`config.mk`:
```
export PLATFORM = sky130hd
export DESIGN_NAME = dmem_arbiter
export DESIGN_NICKNAME = d
export VERILOG_FILES = /design/src/rtl/dmem_arbiter.sv
export SDC_FILE = /design/constraint.sdc
export NUM_CORES = 1
export LEC_CHECK = 0
export CAP_MARGIN = 20
export CORE_AREA = 2 2 117 119
export DETAILED_ROUTE_END_ITERATION = 16
export DIE_AREA = 0 0 119 121
export SYNTH_ARGS = -nofsm -noshare
export SYNTH_HDL_FRONTEND = slang
export SYNTH_SLANG_ARGS = --single-unit
```
`constraint.sdc`:
```
create_clock -name clk -period 3.88 [get_ports clk]
set_input_delay 0.388 -clock clk [delete_from_list [all_inputs] [get_ports clk]]
set_output_delay 0.388 -clock clk [all_outputs]
set_load 0.01 [all_outputs]
```
`src/rtl/dmem_arbiter.sv`:
```
// dmem_arbiter: shares the single-port data RAM between the core data port (m0)
// and a secondary master (m1). Grants are combinational and issued every cycle.
// Ties go round-robin. A master may lock ownership for a burst, and a fairness
// cap limits how long it keeps the RAM while the other master waits. Read data
// comes back one cycle later, tagged with a registered per-port valid.
module dmem_arbiter #(
  parameter int ADDR_W    = 32,
  parameter int DATA_W    = 32,
  parameter int MAX_BURST = 8
) (
  input  logic              clk,
  input  logic              reset,
  input  logic              m0_req,
  input  logic              m0_we,
  input  logic              m0_lock,
  input  logic [ADDR_W-1:0] m0_addr,
  input  logic [DATA_W-1:0] m0_wd,
  output logic              m0_gnt,
  output logic              m0_rvalid,
  output logic [DATA_W-1:0] m0_rd,
  input  logic              m1_req,
  input  logic              m1_we,
  input  logic              m1_lock,
  input  logic [ADDR_W-1:0] m1_addr,
  input  logic [DATA_W-1:0] m1_wd,
  output logic              m1_gnt,
  output logic              m1_rvalid,
  output logic [DATA_W-1:0] m1_rd,
  output logic              mem_we,
  output logic [ADDR_W-1:0] mem_addr,
  output logic [DATA_W-1:0] mem_wd,
  input  logic [DATA_W-1:0] mem_rd
);

  localparam int               CNT_W   = $clog2(MAX_BURST + 1);
  localparam logic [CNT_W-1:0] CNT_MAX = CNT_W'(MAX_BURST);

  typedef enum logic [1:0] {
    IDLE = 2'd0,
    OWN0 = 2'd1,
    OWN1 = 2'd2
  } state_e;

  state_e           state_q, state_d;
  logic             last_q, last_d;        // port granted most recently
  logic [CNT_W-1:0] burst_cnt_q, burst_cnt_d;
  logic             m0_rvalid_q, m0_rvalid_d;
  logic             m1_rvalid_q, m1_rvalid_d;

  logic at_cap;
  logic xfer, xfer_sel, xfer_lock;
  logic own_sel, own_req, own_lock, other_req;

  assign at_cap = (burst_cnt_q == CNT_MAX);

  // Grant decision. The reset input gates the grants directly, so nothing reaches the RAM while reset is held.
  always_comb begin
    // NOTE: every output of a combinational block gets a default first; a path that skips an assignment would infer a latch.
    m0_gnt = 1'b0;
    m1_gnt = 1'b0;
    if (reset) begin
      case (state_q)
        IDLE: begin
          if (m0_req && m1_req) begin
            m0_gnt = last_q;
            m1_gnt = ~last_q;
          end else begin
            m0_gnt = m0_req;
            m1_gnt = m1_req;
          end
        end
        OWN0:    m0_gnt = m0_req && !(at_cap && m1_req);
        OWN1:    m1_gnt = m1_req && !(at_cap && m0_req);
        default: ;
      endcase
    end
  end

  // RAM port mux: pass the granted master's request through unchanged, and drive zeros when nothing is granted.
  always_comb begin
    mem_we   = 1'b0;
    mem_addr = '0;
    mem_wd   = '0;
    if (m1_gnt) begin
      mem_we   = m1_we;
      mem_addr = m1_addr;
      mem_wd   = m1_wd;
    end else if (m0_gnt) begin
      mem_we   = m0_we;
      mem_addr = m0_addr;
      mem_wd   = m0_wd;
    end
  end

  // Next-state logic: ownership, round-robin pointer, burst counter and read-valid tags.
  always_comb begin
    state_d     = state_q;
    last_d      = last_q;
    burst_cnt_d = burst_cnt_q;

    xfer      = m0_gnt | m1_gnt;
    xfer_sel  = m1_gnt;
    xfer_lock = m1_gnt ? m1_lock : m0_lock;
    own_sel   = (state_q == OWN1);
    own_req   = own_sel ? m1_req  : m0_req;
    own_lock  = own_sel ? m1_lock : m0_lock;
    other_req = own_sel ? m0_req  : m1_req;

    if (xfer) last_d = xfer_sel;

    case (state_q)
      IDLE: begin
        if (xfer && xfer_lock) begin
          state_d     = xfer_sel ? OWN1 : OWN0;
          burst_cnt_d = CNT_W'(1);
        end
      end
      OWN0, OWN1: begin
        if (xfer) begin
          if (!xfer_lock) begin
            state_d     = IDLE;
            burst_cnt_d = '0;
          end else if (!at_cap) begin
            burst_cnt_d = burst_cnt_q + 1'b1;
          end
        end else if ((at_cap && other_req) || (!own_req && !own_lock)) begin
          // The owner is either capped by a waiting master or has let go without an access.
          state_d     = IDLE;
          burst_cnt_d = '0;
        end
      end
      default: begin
        state_d     = IDLE;
        burst_cnt_d = '0;
      end
    endcase

    m0_rvalid_d = m0_gnt & ~m0_we;
    m1_rvalid_d = m1_gnt & ~m1_we;
  end

  // State registers with synchronous active-low reset. Port 0 wins the first tie after reset.
  always_ff @(posedge clk) begin
    // NOTE: sequential state uses non-blocking assignments so that every flop samples values from before the edge.
    if (!reset) begin
      state_q     <= IDLE;
      last_q      <= 1'b1;
      burst_cnt_q <= '0;
      m0_rvalid_q <= 1'b0;
      m1_rvalid_q <= 1'b0;
    end else begin
      state_q     <= state_d;
      last_q      <= last_d;
      burst_cnt_q <= burst_cnt_d;
      m0_rvalid_q <= m0_rvalid_d;
      m1_rvalid_q <= m1_rvalid_d;
    end
  end

  assign m0_rvalid = m0_rvalid_q;
  assign m1_rvalid = m1_rvalid_q;
  assign m0_rd     = mem_rd;
  assign m1_rd     = mem_rd;

endmodule

```
==> metrics.txt <==
Pre-antenna DRT Iters 4; commonest non-fill, non-tap cell in the layout clkdlybuf4s50_1; Routed Antenna Nets 0; slew margin rel. 73.3%; final setup TNS 0 ps; final max-slew violation count 0; antenna fix cells 0; DPL Wire Length 7550 um; Clock power frac 13.8%; Avg Inst Size Synth 8.07 um^2; setup repair bufs after CTS 0; Area after DPL 0.00355 mm^2; Comb pwr share 76.6%; min Tclk post-route 3110 ps; H-Tree Depth 1; dpl ws 786 ps; required time of the critical path 3490 ps; Initial Utilization 13.8%; GP Congestion 0.799; nets@finish 532; RSZ-0062 raised after global routing false; vias in the first global route 2311; clk slew on worst S/H paths 40 ps; most frequent cells in the layout clkdlybuf4s50_1 (204), a22o_1 (65), nand2_1 (10); initial antenna violation count 0; crit path DAT 2720 ps; I/O pins 301; Final Hold Fails 0; total CTS buffers 3; All-Layer GR Usage 11.4%; final wirelength 9050 um; clk_skew 2.54 ps; Hold Crit Class reg -> reg; vias after detailed routing 2206; Yosys top cell area share 31.5%; clk buf depth 2; post-synthesis sequential area ratio 9.97%; row cnt 42; Root Buffer clkbuf_16; Pint 0.809 mW; Yosys cell types 34; share of cells above drive strength 1 4.48%; post-CTS sizing 0; Avg Vias per Cell 4.14; Post-synth top flop dfxtp_1; crit-path max FO 34; leakage 1.39 nW; MaxCap Viol Count 0; synth top area cells a22o_1 (32%), buf_4 (27%), dfxtp_1 (10%); Area Overhead vs Synth 101%; Sw Ratio 37.6%; Async SR Flop Fraction 0%; WS Path Type reg -> out; DRT iter0 DRCs 90; number of flops mapped to enable cells by yosys 0; Worst-Skew Late Latency 230 ps; Flop pwr share 9.6%; Worst-Margin Slew 401 ps; CTS sink count 9; Worst Slack Setup Final 772 ps; mapped cell area 0.00181 mm^2; CTS tree done; fin crit share 80.1%; cts hold-fix bufs 0; die area 0.0144 mm^2; die width 119 um; global route overflow 0; first-pass GRT wire length 12900 um; hold slack final 500 ps; CP Launch Point state_q[0]$_SDFFE_PN0P_; CP endpoint kind output pin; synthesis warning total 0; Power Total 1.30 mW; Final setup violation count 0; DRC 0; startpoint types flop; switching power 0.489 mW; post-synthesis instance total 224; cell taking the most area after synthesis a22o_1; largest net degree at the start of global routing 36; core footprint 0.0131 mm^2; reg2reg start state_q[0]$_SDFFE_PN0P_; syn_nets 398; FMAX 322 MHz; PD cells 357 mW/mm^2; Max VDD drop 141 uV; status finished clean; WL/cell 17.0 um; final instance area 0.00363 mm^2; Buffers on Ports 204; FF+latch count, synth 9; Die Height 121 um; hold path start burst_cnt_q[0]$_SDFFE_PN0P_
[metrics by stage]
stage	cells	util (%)
floorplan	224	-
global placement	529	27.2
CTS	533	27.8
detailed placement	529	27.2
finish	533	27.8
global route	533	27.8
[power groups by stage]
stage                     combinational [mW]  sequential [mW]  clock, mW
after global routing                    1.06            0.128      0.188
after CTS                               1.01            0.125      0.184
after floorplan                        0.534            0.124          0
final                                  0.994            0.125      0.179
after global placement                 0.991            0.125          0
after detailed placement               0.999            0.126          0
[kinds of logic (layout without fill, tap and decap cells)]
| kind of cell | Yosys count | count (layout) | synth area share, % |
|---|---|---|---|
| AOI/OAI and AO/OA | 84 | 84 | 40.6 |
| muxes | 4 | 4 | 2.22 |
| adders and majority gates | 6 | 6 | 4.16 |
| DFF | 9 | 9 | 9.97 |
| buffers and inverters | 87 | 220 | 32.5 |
| and+or+nand+nor | 34 | 34 | 10.5 |
[final timing paths]
kind,cells past startpoint,to,slack (ps)
max reg2reg,9,burst_cnt_q[2]$_SDFFE_PN0P_,1440
min reg2reg,2,burst_cnt_q[0]$_SDFFE_PN0P_,500
max,8,mem_addr[20],770
min,2,burst_cnt_q[0]$_SDFFE_PN0P_,500
[critical path, stage by stage, from the launching register on]
cell and delay [ps]:
dfxtp_1 380, inv_1 90, ha_1 290, a21boi_2 190, a32o_2 300, nor2_4 110, buf_4 340, a22o_1 210
clkdlybuf4s50_1 560
[registers in the layout, indices dropped and copies added (netlist names)]
register	count
m0_rvalid	1
state_q	2
last_q	1
m1_rvalid	1
burst_cnt_q	4
[layout make-up]
type                            count  area (um^2)
Clock buffer                        4         78.8
Fill cell                        1374         9450
Inverter                            7         26.3
Multi-Input combinational cell    128         1050
Sequential cell                     9          180
Tap cell                          176          220
Timing Repair Buffer              209         2080
[cells in the mapped netlist (all sizes together) (2+ instances only)]
| cell | count |
|---|---|
| mux2i | 4 |
| and3 | 3 |
| ha | 6 |
| a31oi | 2 |
| dfxtp | 9 |
| a22o | 65 |
| nand3 | 3 |
| nand2b | 2 |
| nor2 | 6 |
| nand4 | 2 |
| nand3b | 2 |
| nand2 | 10 |
| nor2b | 2 |
| a21oi | 5 |
| inv | 7 |
| clkbuf | 4 |
| nand4b | 3 |
| buf | 76 |
| o21ai | 3 |
| a32o | 2 |
[layer usage]
metal	routed length, um	GRT usage [%]
met4	186	3.57
met5	0	0
met2	4220	18.7
met1	3680	13.7
met3	966	4.56
No activity file was read; power rests on OpenSTA's default activity.
